File: config.mk
export PLATFORM = sky130hd
export DESIGN_NAME = sb_config_loader
export DESIGN_NICKNAME = d
export VERILOG_FILES = /design/src/rtl/sb_config_loader.sv
export SDC_FILE = /design/constraint.sdc
export NUM_CORES = 1
export LEC_CHECK = 0
export BUFFER_PORTS_ARGS = -buffer_cell sky130_fd_sc_hd__buf_2
export CAP_MARGIN = 30
export CORE_ASPECT_RATIO = 1.5
export CORE_MARGIN = 2
export CORE_UTILIZATION = 44
export CTS_BUF_LIST = sky130_fd_sc_hd__clkbuf_16
export CTS_CLUSTER_DIAMETER = 50
export DETAILED_ROUTE_END_ITERATION = 12
export PLACE_DENSITY = 0.75
export SYNTH_ARGS = -nofsm -noshare
export SYNTH_HDL_FRONTEND = slang
export SYNTH_SLANG_ARGS = --single-unit
File: constraint.sdc
create_clock -name clk -period 1.65 [get_ports clk]
set_clock_uncertainty 0.15 [all_clocks]
set_input_delay 0.495 -clock clk [delete_from_list [all_inputs] [get_ports clk]]
set_output_delay 0.495 -clock clk [all_outputs]
set_load 0.005 [all_outputs]
File: src/rtl/sb_config_loader.sv
// Purpose : turns a stream of address/data word pairs into single-cycle switch-box config writes.
// Latency : address accepted in cycle N, data in N+1, config_en high in N+2.
// Backpressure: in_ready depends on state only; it is low for the single S_WRITE cycle.
//
// Ports:
//   clk, reset (sync, active-low)        - clock and reset
//   flush                                - drop any half-received pair, resync to address phase
//   in_valid / in_ready / in_data[31:0]  - word stream, alternating address and data
//   config_addr[31:0], config_data[31:0] - last captured address / data words
//   config_en                            - one-cycle write strobe to the switch box
//   busy                                 - loader is mid-pair or writing
//   write_count[7:0], drop_count[7:0]    - saturating issued-write / dropped-pair counters
module sb_config_loader #(
  parameter logic [15:0] TILE_ID    = 16'h0001,
  parameter logic [15:0] BCAST_ID   = 16'hFFFF,
  parameter logic [7:0]  FEATURE_ID = 8'h00
) (
  input  logic        clk,
  input  logic        reset,
  input  logic        flush,
  input  logic        in_valid,
  output logic        in_ready,
  input  logic [31:0] in_data,
  output logic [31:0] config_addr,
  output logic [31:0] config_data,
  output logic        config_en,
  output logic        busy,
  output logic [7:0]  write_count,
  output logic [7:0]  drop_count
);

  typedef enum logic [1:0] {
    S_ADDR  = 2'd0,
    S_DATA  = 2'd1,
    S_WRITE = 2'd2
  } state_t;

  state_t      state_q, state_d;
  logic [31:0] addr_q, addr_d;
  logic [31:0] data_q, data_d;
  logic [7:0]  wcnt_q, wcnt_d;
  logic [7:0]  dcnt_q, dcnt_d;
  logic        en_q, en_d;

  logic accept;
  logic addr_match;

  // in_ready is a pure state decode, so there is no path from in_valid.
  assign in_ready = (state_q != S_WRITE);
  assign accept   = in_valid && in_ready;

  // Broadcast relaxes only the tile field; the feature field must always match.
  assign addr_match = ((addr_q[31:16] == TILE_ID) || (addr_q[31:16] == BCAST_ID)) &&
                      (addr_q[15:8] == FEATURE_ID);

  always_comb begin
    state_d = state_q;
    addr_d  = addr_q;
    data_d  = data_q;
    wcnt_d  = wcnt_q;
    dcnt_d  = dcnt_q;

    case (state_q)
      S_ADDR: begin
        // A handshake during flush is consumed and discarded.
        if (flush) begin
          state_d = S_ADDR;
        end else if (accept) begin
          addr_d  = in_data;
          state_d = S_DATA;
        end
      end
      S_DATA: begin
        if (flush) begin
          state_d = S_ADDR;
        end else if (accept) begin
          data_d = in_data;
          if (addr_match) begin
            state_d = S_WRITE;
          end else begin
            dcnt_d  = (dcnt_q == 8'hFF) ? dcnt_q : dcnt_q + 8'd1;
            state_d = S_ADDR;
          end
        end
      end
      S_WRITE: begin
        // The strobe is already on the wire this cycle, so the write is
        // counted even if flush arrives alongside it.
        wcnt_d  = (wcnt_q == 8'hFF) ? wcnt_q : wcnt_q + 8'd1;
        state_d = S_ADDR;
      end
      default: begin
        state_d = S_ADDR;
      end
    endcase

    // Strobe comes straight from a flop so the switch box sees a clean pulse
    // exactly while the FSM sits in S_WRITE.
    en_d = (state_d == S_WRITE);
  end

  always_ff @(posedge clk) begin
    if (!reset) begin
      state_q <= S_ADDR;
      addr_q  <= 32'd0;
      data_q  <= 32'd0;
      wcnt_q  <= 8'd0;
      dcnt_q  <= 8'd0;
      en_q    <= 1'b0;
    end else begin
      state_q <= state_d;
      addr_q  <= addr_d;
      data_q  <= data_d;
      wcnt_q  <= wcnt_d;
      dcnt_q  <= dcnt_d;
      en_q    <= en_d;
    end
  end

  assign config_addr = addr_q;
  assign config_data = data_q;
  assign config_en   = en_q;
  assign busy        = (state_q != S_ADDR);
  assign write_count = wcnt_q;
  assign drop_count  = dcnt_q;

endmodule

==> impl_metrics.json <==
{
  "outcome": "finished, violations left",
  "violations": "setup timing",
  "cp-endpoint": "drop_count[5]$_SDFFE_PN0P_",
  "setup_slack_ps": -143,
  "drt-initial-drc-count": 225,
  "total_power_mw": 4.53,
  "synthAdderAreaFrac": 0.00783,
  "synthFlopType": "dfxtp_1",
  "cts_tree": "yes",
  "grtUsageTotal": 0.226,
  "synth_compound_area_frac": 0.136,
  "start_util": 0.448,
  "synth-simple-area-share": 0.269,
  "max_slew_margin": 0.744,
  "ir_worst_vdd_mv": 0.741,
  "clk_latency_ps": 330,
  "synthArstFlopShare": 0,
  "max_freq_mhz": 558,
  "fin_nets": 582,
  "first_pass_iters": 5,
  "final_cells": 628,
  "synth-xor-area-share": 0.0192,
  "grt_pass1_wl_mm": 13.9,
  "die_h_microns": 108,
  "mappedNetlistNets": 432,
  "drv_slew": 0,
  "crit_fanout": 15,
  "synth_top_family_by_area": "simple AND/OR/NAND/NOR gates",
  "synth_top_area_cell": "dfxtp_1",
  "startpoint": "config_addr[29]$_SDFFE_PN0P_",
  "hold_path_depth": 3,
  "cts_buffers": 9,
  "finalInstanceArea_sq_mm": 0.00465,
  "power.leakage_nw": 2.06,
  "dp.cells": 608,
  "synth_edf_count": 0,
  "vias": 3296,
  "synth_top_area_frac": 0.520,
  "muxShareOfSynthArea": 0.0125,
  "worst_ep_required_time_ps": 1710,
  "clock-sinks": 83,
  "core_area_sq_mm": 0.00713,
  "worstPathArrival_ps": 1850,
  "clk_pin_slew_ps": 60,
  "path_cells": "nand4_1, or4_4, a21oi_4, buf_12, or4b_1, a21oi_2",
  "ys_ff_latch": 83,
  "synthTopCellsByArea": "dfxtp_1, nand2_1, a21oi_1",
  "r2r_cells": 6,
  "grt_pass1_vias": 3096,
  "rr_startpoint": "config_addr[29]$_SDFFE_PN0P_",
  "antenna_left": 0,
  "power_density_mw_per_mm2": 975,
  "routed_wl_mm": 9.28,
  "grt-ovfl-total": 0,
  "num_io_pins": 119,
  "reg2reg_setup_slack_ps": -140,
  "max-cap-violations": 0,
  "syn_area_per_cell_sq_um": 8.11,
  "drc_errors": 0,
  "rsz0062_at_grt": "true",
  "place.gp.congestion": 0.953,
  "grt_max_degree": 48,
  "root_buffer": "clkbuf_16",
  "cp-end-kind": "flip-flop",
  "yosysSeqAreaShare": 0.520,
  "ff_latch_area_sq_mm": 0.00168,
  "crit_type": "reg -> reg",
  "ys.warnings.count": 0,
  "area_delta_synth_final_pct": 45.6,
  "rows": 38,
  "layout_min_cycle_time_ps": 1790,
  "rr_endpoint": "drop_count[5]$_SDFFE_PN0P_",
  "multiInputGateArea_sq_mm": 0.00151,
  "wl_per_cell_microns": 14.8,
  "worst_path_largest_cell_delay_ps": 540,
  "cpMaxStageDelayCell": "or4_4",
  "ys_types": 35,
  "nFillCells": 603,
  "hpwl_mm": 6.32,
  "die_width_microns": 73.6,
  "clockBufferDepth": 2,
  "synth_area_sq_mm": 0.00319,
  "antenna_found_initial": 1,
  "drive_above_1_share": 0.389,
  "finalCritPeriodShare": 1.09,
  "hold_ws_ps": 258,
  "worst_slew_pin_slew_ps": 385,
  "die_area_sq_mm": 0.00797,
  "vias_per_cell": 5.25,
  "cp-start-kind": "flip-flop",
  "setup_violations": 12,
  "synthCells": 394,
  "cts.htree.levels": 3,
  "place_area_sq_mm": 0.00419,
  "hold_class": "in -> reg",
  "hold_viol_final": 0,
  "antenna_cells": 0,
  "io_buffers": 118
}
==> worst min path at each step <==
stage,startpoint,to
floorplan,config_addr[0]$_SDFFE_PN0P_,config_addr[0]$_SDFFE_PN0P_
detailed placement,config_data[19]$_SDFFE_PN0P_,config_data[19]$_SDFFE_PN0P_
global route,in_data[24],config_data[24]$_SDFFE_PN0P_
finish,in_data[30],config_addr[30]$_SDFFE_PN0P_
global placement,config_data[21]$_SDFFE_PN0P_,config_data[21]$_SDFFE_PN0P_
CTS,in_data[2],config_addr[2]$_SDFFE_PN0P_
==> critical path: cells and delay by family, from the launching register on <==
kind	cells	cell delay (ps)
flip-flops	1	370
AND/OR/NAND/NOR	3	780
AO/OA/AOI/OAI	2	220
buffers and inverters	1	160
==> flip-flops by register name (all words and copies together) (netlist names) <==
name         cells
state_q          2
write_count      8
drop_count       8
config_data     32
config_en        1
config_addr     32
==> cells by family after synthesis <==
kind of cell / count (synthesis)
AO/OA/AOI/OAI: 80
XOR/XNOR: 7
adder cells (fa/ha/maj): 2
buffers and inverters: 26
flip-flops: 83
multiplexers: 4
AND/OR/NAND/NOR: 192
==> cells in the mapped netlist (all sizes together) (2+ instances only) <==
master and instances:
nand2b 5, buf 3, mux2i 4, dfxtp 83
or3 2, or4b 2, nor2 10, o21ai 4
nor4 6, nand2 138, ha 2, nand4 8
xnor2 3, a21oi 71, or2 2, nand3 6
o41ai 3, xor2 4, clkbuf 22, and3 5
==> where the power goes <==
part	internal, mW	switching [mW]
Combinational	0.183	0.199
Sequential	2.06	0.0356
Clock	1.30	0.756
Total	3.54	0.991
==> per-layer routing <==
| layer | GRT usage | routed length [microns] |
|---|---|---|
| met1 | 0.239 | 3440 |
| met3 | 0.0634 | 529 |
| met5 | 0 | 13 |
| met2 | 0.411 | 5110 |
| met4 | 0.0909 | 189 |
==> layout by cell type (no fill, tap or decap), types with 3 or more instances in the layout <==
master     instances
nand3_1            6
clkbuf_16         10
xnor2_1            3
nand4_1            8
mux2i_1            4
nand2b_1           4
buf_4             36
nor2_1             7
and3_1             4
nor4_1             4
dfxtp_2           13
buf_12             6
a21oi_1           68
nand2_1          138
buf_6              5
nor2_2             3
buf_2            116
xor2_1             4
dfxtp_1           69
==> area by class of cell <==
cell class / instances / area share
Clock inverter: 6 / 0.0175
Inverter: 1 / 0.000807
Tap cell: 80 / 0.0215
Multi-Input combinational cell: 285 / 0.324
Sequential cell: 83 / 0.362
Timing Repair Buffer: 164 / 0.226
Clock buffer: 9 / 0.0484
==> per-stage QoR <==
step / setup slack, ps / TNS, ps / util
4_1_cts: -156 / -1240 / 0.639
6_report: -143 / -1210 / 0.652
3_5_place_dp: -281 / -5050 / 0.587
2_1_floorplan: -98.0 / -639 / -
5_1_grt: -211 / -1990 / 0.652
3_3_place_gp: -176 / -3800 / 0.587
==> what timing repair did <==
action / 4_1_cts / 5_1_grt
gates cloned: 0 / 1
resized for setup: 10 / 15
endpoints found under the setup margin: 12 / 22
setup buffers: 3 / 1
hold buffers: 0 / 0
pin swaps: 1 / 3
Power figures use the tool's default switching activity.
